<file path="config.mk">
export PLATFORM = sky130hd
export DESIGN_NAME = muldiv_ctrl_flat
export DESIGN_NICKNAME = d
export VERILOG_FILES = /design/src/rtl/muldiv_ctrl_if.sv /design/src/rtl/muldiv_ctrl.sv /design/src/flat_wrapper.sv
export SDC_FILE = /design/constraint.sdc
export NUM_CORES = 1
export LEC_CHECK = 0
export CORE_ASPECT_RATIO = 0.75
export CORE_MARGIN = 10
export CORE_UTILIZATION = 39
export CTS_CLUSTER_SIZE = 24
export DETAILED_ROUTE_END_ITERATION = 12
export GPL_ROUTABILITY_DRIVEN = 0
export PLACE_DENSITY_LB_ADDON = 0.05
export SLEW_MARGIN = 30
export SYNTH_ARGS = -nofsm -noshare
export SYNTH_HDL_FRONTEND = slang
export SYNTH_SLANG_ARGS = --single-unit
</file>
<file path="constraint.sdc">
create_clock -name clk -period 2.6 [get_ports clk]
set_clock_uncertainty 0.2 [all_clocks]
set_input_delay 0.78 -clock clk [delete_from_list [all_inputs] [get_ports clk]]
set_output_delay 0.78 -clock clk [all_outputs]
set_load 0.1 [all_outputs]
</file>
<file path="src/rtl/muldiv_ctrl_if.sv">
// Request/response bundle between the main control unit and muldiv_ctrl.
// The control unit is the master; the controller is the slave.
interface muldiv_ctrl_if;
    logic        req_valid;
    logic [1:0]  req_op;
    logic [31:0] req_a;
    logic [31:0] req_b;
    logic        ready;
    logic        op_done;
    logic        div_zero_exc;
    logic        timeout_err;
    logic [31:0] hi;
    logic [31:0] lo;

    modport master (
        output req_valid, req_op, req_a, req_b,
        input  ready, op_done, div_zero_exc, timeout_err, hi, lo
    );

    modport slave (
        input  req_valid, req_op, req_a, req_b,
        output ready, op_done, div_zero_exc, timeout_err, hi, lo
    );
endinterface

</file>
<file path="src/rtl/muldiv_ctrl.sv">
// Sequencer for the multicycle multiplier/divider; owns HI/LO and
// reports divide-by-zero and hung-unit events back to control.
module muldiv_ctrl #(
    parameter int TIMEOUT = 40
) (
    input  logic               clk,
    input  logic               reset,
    muldiv_ctrl_if.slave       bus,
    output logic [31:0]        unit_a,
    output logic [31:0]        unit_b,
    output logic               div_start,
    input  logic               div_done,
    input  logic               div_zero,
    input  logic [31:0]        div_hi,
    input  logic [31:0]        div_lo,
    output logic               mul_start,
    input  logic               mul_done,
    input  logic [31:0]        mul_hi,
    input  logic [31:0]        mul_lo
);
    localparam int CW = $clog2(TIMEOUT) + 1;

    localparam logic [1:0] OP_MULT = 2'b00;
    localparam logic [1:0] OP_DIV  = 2'b01;
    localparam logic [1:0] OP_MTHI = 2'b10;
    localparam logic [1:0] OP_MTLO = 2'b11;

    typedef enum logic [2:0] {
        IDLE,
        START_DIV,
        WAIT_DIV,
        START_MUL,
        WAIT_MUL,
        DONE
    } state_t;

    state_t        state;
    state_t        nxt;
    logic [CW-1:0] cnt;
    logic          timed_out;
    logic          ld_hi;
    logic          ld_lo;
    logic [31:0]   hi_d;
    logic [31:0]   lo_d;
    logic          ld_ops;
    logic          zero_d;
    logic          tmo_d;
    logic          cnt_clr;
    logic          cnt_inc;
    logic          zero_q;
    logic          tmo_q;
    logic [31:0]   hi_q;
    logic [31:0]   lo_q;

    assign timed_out = (cnt == CW'(TIMEOUT - 1));

    always_comb begin
        nxt     = state;
        ld_hi   = 1'b0;
        ld_lo   = 1'b0;
        hi_d    = bus.req_a;
        lo_d    = bus.req_a;
        ld_ops  = 1'b0;
        zero_d  = 1'b0;
        tmo_d   = 1'b0;
        cnt_clr = 1'b0;
        cnt_inc = 1'b0;
        unique case (state)
            IDLE: begin
                if (bus.req_valid) begin
                    unique case (bus.req_op)
                        OP_MULT: begin
                            ld_ops = 1'b1;
                            nxt    = START_MUL;
                        end
                        OP_DIV: begin
                            ld_ops = 1'b1;
                            nxt    = START_DIV;
                        end
                        OP_MTHI: ld_hi = 1'b1;
                        OP_MTLO: ld_lo = 1'b1;
                    endcase
                end
            end
            // A level-held done from the previous op is ignored here.
            START_DIV: begin
                cnt_clr = 1'b1;
                nxt     = WAIT_DIV;
            end
            START_MUL: begin
                cnt_clr = 1'b1;
                nxt     = WAIT_MUL;
            end
            WAIT_DIV: begin
                if (div_zero) begin
                    zero_d = 1'b1;
                    nxt    = DONE;
                end else if (div_done) begin
                    ld_hi = 1'b1;
                    ld_lo = 1'b1;
                    hi_d  = div_hi;
                    lo_d  = div_lo;
                    nxt   = DONE;
                end else if (timed_out) begin
                    tmo_d = 1'b1;
                    nxt   = DONE;
                end else begin
                    cnt_inc = 1'b1;
                end
            end
            WAIT_MUL: begin
                if (mul_done) begin
                    ld_hi = 1'b1;
                    ld_lo = 1'b1;
                    hi_d  = mul_hi;
                    lo_d  = mul_lo;
                    nxt   = DONE;
                end else if (timed_out) begin
                    tmo_d = 1'b1;
                    nxt   = DONE;
                end else begin
                    cnt_inc = 1'b1;
                end
            end
            DONE:    nxt = IDLE;
            default: nxt = IDLE;
        endcase
    end

    always_ff @(posedge clk) begin
        if (reset) begin
            state  <= IDLE;
            cnt    <= '0;
            hi_q   <= '0;
            lo_q   <= '0;
            unit_a <= '0;
            unit_b <= '0;
            zero_q <= 1'b0;
            tmo_q  <= 1'b0;
        end else begin
            state  <= nxt;
            zero_q <= zero_d;
            tmo_q  <= tmo_d;
            if (ld_hi) hi_q <= hi_d;
            if (ld_lo) lo_q <= lo_d;
            if (ld_ops) begin
                unit_a <= bus.req_a;
                unit_b <= bus.req_b;
            end
            // Saturate rather than wrap.
            if (cnt_clr) cnt <= '0;
            else if (cnt_inc && cnt != '1) cnt <= cnt + CW'(1);
        end
    end

    assign bus.ready        = (state == IDLE);
    assign bus.op_done      = (state == DONE);
    assign bus.div_zero_exc = zero_q;
    assign bus.timeout_err  = tmo_q;
    assign bus.hi           = hi_q;
    assign bus.lo           = lo_q;
    assign div_start        = (state == START_DIV);
    assign mul_start        = (state == START_MUL);
endmodule

</file>
<file path="src/flat_wrapper.sv">
// flat-port wrapper written by rule: the top's interface ports become plain ports
module muldiv_ctrl_flat 
#(
    parameter int TIMEOUT = 40
)
  (clk, reset, unit_a, unit_b, div_start, div_done, div_zero, div_hi, div_lo, mul_start, mul_done, mul_hi, mul_lo, bus_req_valid, bus_req_op, bus_req_a, bus_req_b, bus_ready, bus_op_done, bus_div_zero_exc, bus_timeout_err, bus_hi, bus_lo);
  muldiv_ctrl_if bus_i ();
  input  logic clk;
  input  logic reset;
  output logic [31:0] unit_a;
  output logic [31:0] unit_b;
  output logic div_start;
  input  logic div_done;
  input  logic div_zero;
  input  logic [31:0] div_hi;
  input  logic [31:0] div_lo;
  output logic mul_start;
  input  logic mul_done;
  input  logic [31:0] mul_hi;
  input  logic [31:0] mul_lo;
  input wire logic [$bits(bus_i.req_valid)-1:0] bus_req_valid;
  input wire logic [$bits(bus_i.req_op)-1:0] bus_req_op;
  input wire logic [$bits(bus_i.req_a)-1:0] bus_req_a;
  input wire logic [$bits(bus_i.req_b)-1:0] bus_req_b;
  output wire logic [$bits(bus_i.ready)-1:0] bus_ready;
  output wire logic [$bits(bus_i.op_done)-1:0] bus_op_done;
  output wire logic [$bits(bus_i.div_zero_exc)-1:0] bus_div_zero_exc;
  output wire logic [$bits(bus_i.timeout_err)-1:0] bus_timeout_err;
  output wire logic [$bits(bus_i.hi)-1:0] bus_hi;
  output wire logic [$bits(bus_i.lo)-1:0] bus_lo;
  assign bus_i.req_valid = bus_req_valid;
  assign bus_i.req_op = bus_req_op;
  assign bus_i.req_a = bus_req_a;
  assign bus_i.req_b = bus_req_b;
  assign bus_ready = bus_i.ready;
  assign bus_op_done = bus_i.op_done;
  assign bus_div_zero_exc = bus_i.div_zero_exc;
  assign bus_timeout_err = bus_i.timeout_err;
  assign bus_hi = bus_i.hi;
  assign bus_lo = bus_i.lo;
  muldiv_ctrl #(.TIMEOUT(TIMEOUT)) u_core (.clk(clk), .reset(reset), .bus(bus_i), .unit_a(unit_a), .unit_b(unit_b), .div_start(div_start), .div_done(div_done), .div_zero(div_zero), .div_hi(div_hi), .div_lo(div_lo), .mul_start(mul_start), .mul_done(mul_done), .mul_hi(mul_hi), .mul_lo(mul_lo));
endmodule
</file>
==> results.json <==
{
  "pin_count": 334,
  "fmaxAchievable_ghz": 0.398,
  "initial_drc_count": 542,
  "grt_antenna_before_repair": 1,
  "grt_pass1_vias": 6624,
  "numClockSinks": 140,
  "synth.largest_area_cell": "dfxtp_1",
  "vias_per_cell": 5.49,
  "globalRouteMet2Util_pct": 41.2,
  "final.setup.tns_ns": 0,
  "report.final.hold_viol_count": 0,
  "postSynthCellCount": 706,
  "clk_latency_ns": 0.41,
  "ys.warnings.count": 0,
  "outcome": "completed",
  "placement_rows": 38,
  "groute.layer.met3.usage_pct": 9.89,
  "net-switching-power_mw": 6.49,
  "synth_simple_gate_area_share_pct": 20.5,
  "synth_top_family_by_area": "compound AO/OA/AOI/OAI gates",
  "worstSetupEndpointType": "register",
  "netlist_top_cells_count": "nand2_1 (163), dfxtp_1 (140), a21oi_1 (69)",
  "synth.most_common_cell": "nand2_1",
  "synth-compound-area-share_pct": 26.0,
  "switching_share_of_total_power_pct": 50.9,
  "cts_max_path_buffers": 2,
  "critical_path.startpoint_type": "input port",
  "tritoncts": "done",
  "root_buffer": "clkbuf_16",
  "nNetsFinal": 1224,
  "grt_pass1_wl_um": 39300,
  "drt_pre_antenna_iters": 7,
  "tritoncts.num_buffers": 17,
  "post_synth_mux_area_share_pct": 0.170,
  "cts_hold_buffers": 0,
  "post_cts.resized_instances": 1,
  "areaGrowthSynthToFinish_pct": 69.1,
  "maxSlewHeadroom_pct": 67.3,
  "internal_power_mw": 6.28,
  "die_width_um": 162,
  "setup-violations-final": 0,
  "power_per_cell_area_nw_per_um2": 1280,
  "hold_ws_ns": 0.252,
  "power_frac_clock_pct": 21.3,
  "drtAntennaViolNets": 0,
  "setup_ws_ns": 0.0847,
  "area_share_of_the_leading_cell_type_in_the_synthesized_netlist_pct": 47.5,
  "gr-usage-met1_pct": 27.9,
  "maximum_number_of_pins_on_one_net_before_global_route_repair": 89,
  "irDropWorstVdd_mv": 0.605,
  "grt.total_usage_pct": 24.2,
  "count_of_flip_flops_with_a_built_in_enable_after_synthesis": 0,
  "synth_xor_xnor_area_share_pct": 0,
  "yosys_register_bits": 140,
  "syn_avg_cell_area_um2": 8.35,
  "synthesis.area_um2": 5900,
  "fp.coreArea_um2": 14600,
  "sequential_cell_area_fraction_in_the_yosys_report_pct": 47.5,
  "seq_power_share_pct": 23.4,
  "post-route-drc-count": 0,
  "drv_cap": 0,
  "layout-drive-gt1-share_pct": 20.8,
  "grt_setup_unrepaired": "no",
  "timing.setup.critical_path_class": "in2reg",
  "timing.critical_path.arrival_ns": 2.60,
  "path_type_of_the_worst_min_delay_path": "reg2reg",
  "grt_remaining_overflow": 0,
  "clock_tree.htree_level_count": 4,
  "leakagePower_nw": 3.84,
  "fill_cells": 1247,
  "worstPathRequired_ns": 2.69,
  "globalRoute.busiestLayer": "met2",
  "synth_adder_area_share_pct": 0.212,
  "antennaDiodeCount": 0,
  "die_height_um": 126,
  "synth_async_sr_flop_share_pct": 0,
  "comb_power_share_pct": 55.3,
  "number_of_library_cell_types_mapped_by_synthesis": 43,
  "detail_route.wl_per_cell_um": 21.2,
  "via_count": 6776,
  "hpwlAfterDp_um": 20200,
  "synthFlopType": "dfxtp_1",
  "synthesis.nets": 907,
  "cts.reportedPaths.clkPinSlew_ns": 0.06,
  "finalCriticalPeriod_ns": 2.52,
  "floorplan.die_area_um2": 20500,
  "worst_max_slew_pin_slew_ns": 0.491,
  "initial_core_util_pct": 40.3,
  "pre_cts_ws_ns": -0.262,
  "post_synth_main_area_contributors": "dfxtp_1 (48%), nand2_1 (10%), a311oi_1 (9.5%)",
  "port_buffers": 333,
  "timing.final.max_slew_violations": 0,
  "timing.final.crit_share_pct": 96.7,
  "cts.repair_timing.setup_buffer_count": 0,
  "worst-path-max-fanout": 3,
  "wirelength_um": 26200
}
worst paths after layout:
path / slack [ns] / end / depth (start not counted) / startpoint
hold / removal: 0.25 / u_core.unit_a[12] / 2 / u_core.unit_a[12]
hold reg to reg: 0.25 / u_core.unit_a[12] / 2 / u_core.unit_a[12]
setup reg to reg: 0.45 / u_core.cnt[4] / 5 / u_core.state[2]
setup / recovery: 0.08 / u_core.cnt[4] / 6 / div_done
per-layer routing:
| layer | vias up | share of wire (%) |
|---|---|---|
| met2 | 333 | 49 |
| met5 | - | 0.050 |
| met1 | 3169 | 38 |
| met4 | 2 | 1.3 |
| li1 | 3243 | - |
| met3 | 29 | 11 |
stage by stage:
step / power, mW / std cells / util, % / instance area (um2)
2_1_floorplan: 8.11 / 706 / - / 5900
3_3_place_gp: 10.1 / 1204 / 63.6 / 9310
3_5_place_dp: 10.1 / 1204 / 63.6 / 9310
4_1_cts: 12.8 / 1234 / 68.0 / 9960
5_1_grt: 13.3 / 1234 / 68.1 / 9970
6_report: 12.8 / 1234 / 68.1 / 9970
critical path, stage by stage:
cell and delay (ns):
clkdlybuf4s50_1 0.42, or4b_1 0.54, a21o_1 0.20, buf_4 0.14, a2111oi_0 0.44, nor3_1 0.08
sequential cells by signal (all words and copies together) (netlist names):
name and flops:
u_core.bus.hi 32, u_core.bus.lo 32, u_core.unit_a 32, u_core.unit_b 32, u_core.cnt 7, u_core.state 3, u_core.bus.div_zero_exc 1, u_core.bus.timeout_err 1
power groups by stage:
stage | combinational [mW] | sequential, mW | clock [mW]
CTS | 7.10 | 2.99 | 2.75
detailed placement | 7.09 | 3.03 | 0
finish | 7.06 | 2.99 | 2.72
floorplan | 1.79 | 6.32 | 0
global placement | 7.06 | 3.01 | 0
global route | 7.37 | 3.05 | 2.85
final cells by class:
class | instances | area (um2) | share of cell area, %
flip-flops and latches | 140 | 2810 | 28.2
multi-input cells | 490 | 2800 | 28.1
inverters | 3 | 11.3 | 0.113
clock buffers | 19 | 433 | 4.34
clock inverters | 11 | 219 | 2.20
well taps | 200 | 250 | 2.51
repair buffers | 371 | 3440 | 34.5
kinds of logic after synthesis:
| logic type | Yosys count |
|---|---|
| AO/OA/AOI/OAI | 217 |
| adder cells (fa/ha/maj) | 1 |
| buffers and inverters | 76 |
| flip-flops | 140 |
| multiplexers | 1 |
| AND/OR/NAND/NOR | 271 |
cell usage in the layout, fill, tap and decap left out, types with 3 or more instances in the layout:
master / count
a21oi_1: 69
buf_4: 160
nor3_1: 68
dfxtp_2: 3
dfxtp_1: 137
a311oi_1: 64
o41ai_1: 3
nand2_1: 163
nor2_1: 6
o21ai_0: 5
and2_1: 3
clkdlybuf4s50_1: 198
buf_12: 13
clkinv_4: 3
or2_2: 4
inv_1: 3
clkbuf_16: 17
nand3b_1: 5
o21a_1: 3
and3_1: 3
a22oi_1: 63
bufinv_16: 6
Power figures use the tool's default switching activity.
